===== src/rtl/evt_counter_pkg.sv =====
// Shared types and the per-channel next-count rule for the event counter bank.
package evt_counter_pkg;

   // Modulus every channel uses out of reset until software writes its own.
   localparam int DEFAULT_MAX_C = 115200;

   // Width the next-count helper computes in; channel WIDTH must not exceed it.
   localparam int CALC_W = 32;

   typedef enum logic {
      DIR_UP   = 1'b0,
      DIR_DOWN = 1'b1
   } dir_e;

   typedef struct packed {
      logic [CALC_W-1:0] count;
      logic              wrap;
   } next_t;

   // Value a channel moves to on one event, plus whether that event wraps.
   // A modulus of 0 or 1 collapses the range to the single value 0.
   function automatic next_t next_count(input logic [CALC_W-1:0] count,
                                        input logic [CALC_W-1:0] m,
                                        input dir_e              dir);
      next_t             res;
      logic [CALC_W-1:0] last;
      // NOTE: blocking '=' inside functions and always_comb; each line sees the value computed by the previous one.
      last      = (m <= 1) ? '0 : m - 1'b1;
      res.count = count;
      res.wrap  = 1'b0;
      if (dir == DIR_UP) begin
         if (count >= last) begin
            res.count = '0;
            res.wrap  = 1'b1;
         end else begin
            res.count = count + 1'b1;
         end
      end else begin
         if (count == '0) begin
            res.count = last;
            res.wrap  = 1'b1;
         end else if (count > last) begin
            // Modulus shrank below the current count: clamp without wrapping.
            res.count = last;
         end else begin
            res.count = count - 1'b1;
         end
      end
      return res;
   endfunction

endpackage


===== src/rtl/evt_counter_chan.sv =====
// One modulo event counter channel: modulus, count and wrap registers with
// clear > load > event priority and a combinational wrap for cascading.
module evt_counter_chan
   import evt_counter_pkg::*;
#(
   parameter int WIDTH       = 17,
   parameter int DEFAULT_MAX = DEFAULT_MAX_C
) (
   input  logic             clk_in,
   input  logic             rst_in,
   input  logic             evt_in,
   input  dir_e             dir_in,
   input  logic             clr_in,
   input  logic             load_in,
   input  logic [WIDTH-1:0] load_val_in,
   input  logic             max_we_in,
   input  logic [WIDTH-1:0] max_in,
   output logic [WIDTH-1:0] count_out,
   output logic             wrap_out,
   output logic             wrap_evt_out
);

   logic [WIDTH-1:0] modulus;
   logic [WIDTH-1:0] count;
   logic [WIDTH-1:0] load_cnt;
   logic             wrap_q;
   logic             wrap_evt;
   next_t            nxt;

   // Next count, same-cycle wrap (suppressed by clear/load) and clamped load value.
   always_comb begin
      // NOTE: every always_comb output is assigned on every path, so no latch is inferred.
      nxt      = next_count(CALC_W'(count), CALC_W'(modulus), dir_in);
      wrap_evt = evt_in & ~clr_in & ~load_in & nxt.wrap;
      load_cnt = (load_val_in < modulus) ? load_val_in : '0;
   end

   // Modulus, count and registered wrap pulse; the modulus update takes effect next cycle.
   always_ff @(posedge clk_in) begin
      // NOTE: sequential state uses non-blocking '<=' so all registers update from pre-edge values.
      if (rst_in) begin
         count   <= '0;
         wrap_q  <= 1'b0;
         // NOTE: the modulus is a plain register, not a memory, so it is reset to a known value.
         modulus <= WIDTH'(DEFAULT_MAX);
      end else begin
         wrap_q <= wrap_evt;
         if (max_we_in) begin
            modulus <= max_in;
         end
         if (clr_in) begin
            count <= '0;
         end else if (load_in) begin
            count <= load_cnt;
         end else if (evt_in) begin
            count <= nxt.count[WIDTH-1:0];
         end
      end
   end

   // The helper works in CALC_W bits; the bits above WIDTH are always zero here.
   if (WIDTH < CALC_W) begin : g_hi
      logic unused_hi;
      assign unused_hi = |nxt.count[CALC_W-1:WIDTH];
   end

   assign count_out    = count;
   assign wrap_out     = wrap_q;
   assign wrap_evt_out = wrap_evt;

endmodule


===== src/rtl/evt_counter_bank.sv =====
// Bank of independent modulo event counters; channel i may count on channel
// i-1's same-cycle wrap, so cascaded chains ripple within one clock.
module evt_counter_bank
   import evt_counter_pkg::*;
#(
   parameter int CHANNELS    = 4,
   parameter int WIDTH       = 17,
   parameter int DEFAULT_MAX = DEFAULT_MAX_C
) (
   input  logic                      clk_in,
   input  logic                      rst_in,
   input  logic [CHANNELS-1:0]       evt_in,
   input  logic [CHANNELS-1:0]       dir_in,
   input  logic [CHANNELS-1:0]       cascade_in,
   input  logic [CHANNELS-1:0]       clr_in,
   input  logic [CHANNELS-1:0]       load_in,
   input  logic [CHANNELS*WIDTH-1:0] load_val_in,
   input  logic [CHANNELS-1:0]       max_we_in,
   input  logic [CHANNELS*WIDTH-1:0] max_in,
   output logic [CHANNELS*WIDTH-1:0] count_out,
   output logic [CHANNELS-1:0]       wrap_out
);

   // Channel 0 has no predecessor, so its cascade select is meaningless.
   logic unused_cascade0;
   assign unused_cascade0 = cascade_in[0];

   for (genvar i = 0; i < CHANNELS; i++) begin : chan_g
      logic ev;
      logic wrap_evt;

      if (i == 0) begin : g_first
         assign ev = evt_in[0];
      end else begin : g_casc
         assign ev = cascade_in[i] ? chan_g[i-1].wrap_evt : evt_in[i];
      end

      evt_counter_chan #(
         .WIDTH       (WIDTH),
         .DEFAULT_MAX (DEFAULT_MAX)
      ) u_chan (
         .clk_in       (clk_in),
         .rst_in       (rst_in),
         .evt_in       (ev),
         .dir_in       (dir_e'(dir_in[i])),
         .clr_in       (clr_in[i]),
         .load_in      (load_in[i]),
         .load_val_in  (load_val_in[i*WIDTH +: WIDTH]),
         .max_we_in    (max_we_in[i]),
         .max_in       (max_in[i*WIDTH +: WIDTH]),
         .count_out    (count_out[i*WIDTH +: WIDTH]),
         .wrap_out     (wrap_out[i]),
         .wrap_evt_out (wrap_evt)
      );
   end

endmodule


===== config.mk =====
export PLATFORM = sky130hd
export DESIGN_NAME = evt_counter_bank
export DESIGN_NICKNAME = d
export VERILOG_FILES = /design/src/rtl/evt_counter_pkg.sv /design/src/rtl/evt_counter_chan.sv /design/src/rtl/evt_counter_bank.sv
export SDC_FILE = /design/constraint.sdc
export NUM_CORES = 1
export LEC_CHECK = 0
export BUFFER_PORTS_ARGS = -buffer_cell sky130_fd_sc_hd__buf_2
export CAP_MARGIN = 40
export CORE_ASPECT_RATIO = 1.4
export CORE_MARGIN = 5
export CORE_UTILIZATION = 25
export DETAILED_ROUTE_END_ITERATION = 7
export GPL_TIMING_DRIVEN = 1
export PLACE_DENSITY = 0.39
export SLEW_MARGIN = 40
export SYNTH_ARGS = -nofsm -noshare
export SYNTH_HDL_FRONTEND = slang
export SYNTH_SLANG_ARGS = --single-unit

===== constraint.sdc =====
create_clock -name clk_in -period 8.7 [get_ports clk_in]
set_input_delay 1.74 -clock clk_in [delete_from_list [all_inputs] [get_ports clk_in]]
set_output_delay 1.74 -clock clk_in [all_outputs]
set_load 0.03 [all_outputs]

## Word-level counts from Yosys, hierarchy flattened

Cells that the tools add are included.

- Flip-flop bits (word level): 140
- Input port bits: 162
- Output and inout bits: 72
- Logic and storage cells: 115

- Add/sub/neg operators: 12
- Order comparisons: 16
- Mux-type cells: 43
- Bitwise operators: 20
- Reduce and logical (&&, ||, !) cells: 12

Operators by type and width:

| kind | number |
|---|---|
| $mux W17 | 24 |
| $ge A17 B32 Y1 | 4 |
| $gt A17 B32 Y1 | 4 |
| $mux W32 | 4 |
| $mux W18 | 4 |
| $sub A17 B1 Y18 const B | 4 |
| $add A17 B1 Y17 const B | 4 |
| $le A17 B1 Y1 const B | 4 |
| $logic_not A17 Y1 | 4 |
| $lt A17 B17 Y1 | 4 |
| $sub A17 B1 Y17 const B | 4 |
| $and A1 B1 Y1 | 12 |
| $mux W1 | 11 |
| $not A1 Y1 | 8 |
| $reduce_bool A2 Y1 | 4 |
| $reduce_or A2 Y1 | 4 |

## Depth between registers and ports, before layout

- Depth in word-level cells: 19
- Depth in mapped cells: 18
- Gate-level depth less buffers: 16

## By module

From an unflattened synthesis, not the netlist that was laid out.

- Cell total of the unflattened synthesis: 1,814
- Area, all modules: 14,089.8 µm²

Modules (own cells, without submodules):

| module | instances | cells an instance | area an instance (µm²) | seq. area each (µm²) |
|---|---|---|---|---|
| evt_counter_chan (chan_g[0].u_chan ...) | 3 | 454 | 3,512.1 | 700.7 |
| evt_counter_chan (chan_g[1].u_chan) | 1 | 449 | 3,508.4 | 700.7 |
| evt_counter_bank | 1 | 3 | 45.0 | 0.0 |

## Worst setup path before layout

No wires, ideal clock.

- Path kind: register -> register
- Start point: register chan_g[2].u_chan.modulus[2]
- End point: register chan_g[2].u_chan.count[2]
- Library setup time: 0.131 ns
- Arrival time: 4.196 ns
- Data required time: 8.569 ns
- Setup slack: 4.372 ns
- Stages on the path, launching flop included: 17
- Path buffers: 1
- Period minus slack after synthesis: 4.328 ns
- Path through: dfxtp_1 or4_1 nor4b_1 nand4_1 xnor2_1 or2_2 ha_1 nand4_1 nor3_1 nand4_1 o211a_1 a21oi_1 buf_2 mux2i_1 a32o_1 a221oi_1 a21oi_1

- Word-level cells in the longest chain between the ends: 8
- Elaborated cells on any way between the ends: 13
- Classes of those cells: add/sub (1); order compare (4); mux (8)

RTL lines:

| element | line | source |
|---|---|---|
| start, declared | evt_counter_chan.sv:23 | `logic [WIDTH-1:0] modulus;` |
| start signal, assigned | evt_counter_chan.sv:45 | `modulus <= WIDTH'(DEFAULT_MAX);` |
| start signal, assigned | evt_counter_chan.sv:49 | `modulus <= max_in;` |
| $sub A17 B1 Y18 or $le A17 B1 Y1 (tied branches) | evt_counter_pkg.sv:28 | `last = (m <= 1) ? '0 : m - 1'b1;` |
| $mux W32 | evt_counter_pkg.sv:28 |  |
| $gt A17 B32 Y1 | evt_counter_pkg.sv:42 | `end else if (count > last) begin` |
| $mux W17 | evt_counter_pkg.sv:42 |  |
| $mux W17 | evt_counter_pkg.sv:39 | `if (count == '0) begin` |
| $mux W18 | evt_counter_pkg.sv:31 | `if (dir == DIR_UP) begin` |
| $mux W17 | evt_counter_chan.sv:55 | `end else if (evt_in) begin` |
| $mux W17 (*) | evt_counter_chan.sv:53 | `end else if (load_in) begin` |
| end signal, assigned | evt_counter_chan.sv:54 | `count <= load_cnt;` |
| end signal, assigned | evt_counter_chan.sv:56 | `count <= nxt.count[WIDTH-1:0];` |
| end, declared | evt_counter_chan.sv:24 | `logic [WIDTH-1:0] count;` |

Every way passes the cells marked *; elsewhere a longest branch is shown, timed or not. The select of a mux whose other input is x is not followed.
A chain may end at the register's enable or synchronous reset.

## Worst setup path after layout

- Start point: register chan_g[0].u_chan.modulus[2]
- End point: register chan_g[2].u_chan.count[16]

- Word-level cells in the longest chain between the ends: 12
- Elaborated cells on any way between the ends: 13
- Classes of those cells: add/sub (1); order compare (2); mux (5); bitwise (4); reduce/logical (1)

RTL lines:

| element | line | source |
|---|---|---|
| start, declared | evt_counter_chan.sv:23 |  |
| start signal, assigned | evt_counter_chan.sv:45 |  |
| start signal, assigned | evt_counter_chan.sv:49 |  |
| $sub A17 B1 Y18 or $le A17 B1 Y1 (tied branches) | evt_counter_pkg.sv:28 |  |
| $mux W32 (*) | evt_counter_pkg.sv:28 |  |
| $ge A17 B32 Y1 (*) | evt_counter_pkg.sv:32 | `if (count >= last) begin` |
| $mux W1 (*) | evt_counter_pkg.sv:32 |  |
| $mux W18 (*) | evt_counter_pkg.sv:31 |  |
| $and A1 B1 Y1 (*) | evt_counter_chan.sv:34 | `wrap_evt = evt_in & ~clr_in & ~load_in & nxt.wrap;` |
| $mux W1 (*) | evt_counter_bank.sv:35 | `assign ev = cascade_in[i] ? chan_g[i-1].wrap_evt : evt_in[i];` |
| $and A1 B1 Y1 (*) (3 in a row) | evt_counter_chan.sv:34 |  |
| $mux W1 (*) | evt_counter_bank.sv:35 |  |
| $reduce_bool A2 Y1 (no source line) (*) | -- |  |

Every way passes the cells marked *; elsewhere a longest branch is shown, timed or not.

==> impl_results.md <==
* Outcome: finished, final reports clean
* Maximum clock insertion buffer count at 2
* Share of layout cells above drive strength 1 at 16.12%
* CTS Buf Count at 17
* Die Area at 60,440 um^2
* Synthesized area at 13,890 um^2
* Setup repair after global routing missed its margin: no
* HP Class: flop to flop
* Worst skew pair latency at 0.47 ns
* Clock root cell: clkbuf_16
* EDFF count, synth at 0
* Synth top area share at around a fifth
* DP Wirelength at 44,700 um
* Horiz. Die Dim at 209.2 um
* # IOs at roughly 230
* Largest net degree at the start of global routing at 40
* Most frequent cells in the layout: buf_2, nand2_1, nor2_1, ha_1, dfxtp_1
* DR WL/cell at 20.31 um
* CP Capture Type: flop
* Fin nets at ~2,300
* Post-Layout Cell Count at 2,747
* Final WL at roughly 56,000 um
* First-pass GRT wire length at 85,100 um
* Initial antenna violation count at 5
* Least-Margin Pin Slew at 0.8466 ns
* Final period util at 65.04%
* PD cells at 150.0 nW/um^2
* Crit Path Class: flop to flop
* Critical Path Start Type: flop
* Gates resized, CTS repair at 0
* Rows at 102
* CTS Hold Bufs at 0
* Top_reg_cell synth: dfxtp_1
* Most area-hungry cell type in the Yosys netlist: dfxtp_1
* Setup violators final at 0
* Synth Register Bits at 140
* Final hold vios at 0
* Number of global-route vias before repair at 14,460
* Port buffer count at 232
* Global placer's final weighted congestion at ~0.86
* Initial Util at 25.19%
* Postcts setup bufs at 0
* DRT antenna net count at 0
* Die height at a little under 300 um
* CTS H-tree depth at 4
* MaxCap Viol Count at 0
* Worst Path Required at 9.09 ns
* Syn_nets at between 2,000 and 2,500
* Max-Slew Margin vs Limit at 43.56%
* DR pass1 iterations at 5
* Max Fanout on Critical Path at 16
* Post-route DRC at 0
* Ys async rst share at 0%
* TritonCTS clock tree: built
* Mean Syn Cell Area at 7.532 um^2
* Total GRT Usage at ~18%
* Top Layer Used: met5
* CP Data Arrival Time at 6.04 ns
* Area contributors post-synth: dfxtp_1, ha_1, nand2_1
* Met2 wire length at ~28,000 um
* WL met1 at 23,410 um
* Pins Over Slew Limit at 0
* Setup Skew at 0.01667 ns
* Met3 WL at 2894 um
* Starting DRT DRC Count at 647
* Core ar. at 55,130 um^2
* CTS Sinks at 140
* Commonest non-fill, non-tap cell in the layout: buf_2
* VDD IR max at 141.0 uV
* DP Cell Count at 2,710
* Achievable Freq at around 180 MHz
* GRT overflow at 0
* Syn-to-layout area delta at 17.37%
* CTS clock-pin slew for the worst setup and hold paths at 0.06 ns
* Minimum clock period at 5.658 ns
* Vias at 14,400
* Seq/Total Area, Yosys at 20.18%
* Syn Inst Count at 1,844
* Warnings, synthesis at 0
* Routed vias/inst at 5.242
* Leak at 7.254 nW
* Synth unique cells at 83
* Setup TNS at 0 ns
-- cell families after synthesis --
| logic type | synth area share, % |
|---|---|
| AND/OR/NAND/NOR | 25.42 |
| AO/OA/AOI/OAI | 22.52 |
| buffers and inverters | 5.999 |
| multiplexers | 5.297 |
| XOR/XNOR | 7.252 |
| adder cells (fa/ha/maj) | 13.33 |
| flip-flops | 20.18 |
-- synthesized netlist by cell type, types with 14 or more instances --
library cell / n
xor2_1: 37
nand4_1: 40
a211oi_1: 17
buf_2: 15
or4_1: 16
inv_1: 96
a221oi_1: 15
a22oi_1: 25
o211ai_1: 26
nand2_1: 209
a31oi_1: 15
or3_1: 14
mux2i_1: 69
clkbuf_1: 75
xnor2_1: 78
nor3_1: 42
nor2_1: 150
and3_1: 36
nand3_1: 54
o21ai_0: 88
a21oi_1: 95
a21o_1: 19
nor4_1: 25
ha_1: 148
nor2b_1: 25
nand2b_1: 20
dfxtp_1: 140
-- per-layer routing --
metal	up-vias	GRT usage [%]
met5	-	0
met3	87	3.542
met2	395	31.73
met4	4	6.855
met1	6815	21.23
li1	7099	-
-- stage by stage --
stage | setup slack, ns | power [mW] | area [um^2] | hold slack (ns) | utilization, %
global route | 2.453 | 2.596 | 16290 | 0.5739 | 29.55
detailed placement | 2.971 | 1.617 | 15640 | 0.5212 | 28.37
CTS | 2.931 | 2.477 | 16270 | 0.5382 | 29.51
finish | 3.042 | 2.445 | 16300 | 0.5381 | 29.57
floorplan | 4.372 | 1.341 | 13890 | 0.4745 | -
global placement | 2.794 | 1.611 | 15610 | 0.5115 | 28.32
-- cell type report --
cell class | instances | area [um^2]
fill | 6114 | 38830
multi-input combinational | 1498 | 10290
sequential | 140 | 2803
timing repair buffer | 250 | 1299
tap | 728 | 910.9
clock buffer | 18 | 439.2
inverter | 96 | 360.3
clock inverter | 14 | 190.2
antenna | 3 | 7.507
-- state kept, by name, indices dropped and copies added (netlist names) --
signal	count
chan_g.u_chan.count_out	68
chan_g.u_chan.modulus	68
chan_g.u_chan.wrap_out	4
-- power breakdown --
part	switching (mW)	total, mW	internal, mW	leakage, nW
clock network	0.354	0.843	0.489	0.307
logic	0.515	0.857	0.342	5.80
registers	0.0692	0.745	0.676	1.15
total	0.939	2.45	1.51	7.25
-- critical path, cell delays in order (launching register included) --
cell and delay [ns]:
dfxtp_1 0.37, nor4_1 0.55, nand2_1 0.22, nor3_1 0.50, nand4_1 0.19, xnor2_1 0.24
nand2_1 0.09, ha_1 0.32, nand4_1 0.19, or4_1 0.57, a21oi_1 0.17, o32ai_1 0.19
or3_1 0.46, a21oi_1 0.52, a21o_1 0.66, o21ai_0 0.19, a21oi_1 0.16
-- worst paths after layout --
path / start / to / slack (ns) / cells after the start
setup / recovery: chan_g[0].u_chan.modulus[2]$_SDFFE_PP0P_ / chan_g[2].u_chan.count_out[16]$_SDFFE_PP0P_ / 3.04 / 16
hold reg to reg: chan_g[2].u_chan.modulus[16]$_SDFFE_PP1P_ / chan_g[2].u_chan.modulus[16]$_SDFFE_PP1P_ / 0.54 / 2
hold / removal: chan_g[2].u_chan.modulus[16]$_SDFFE_PP1P_ / chan_g[2].u_chan.modulus[16]$_SDFFE_PP1P_ / 0.54 / 2
setup reg to reg: chan_g[0].u_chan.modulus[2]$_SDFFE_PP0P_ / chan_g[2].u_chan.count_out[16]$_SDFFE_PP0P_ / 3.04 / 16
Note: power is estimated with default switching activity, not from simulation.
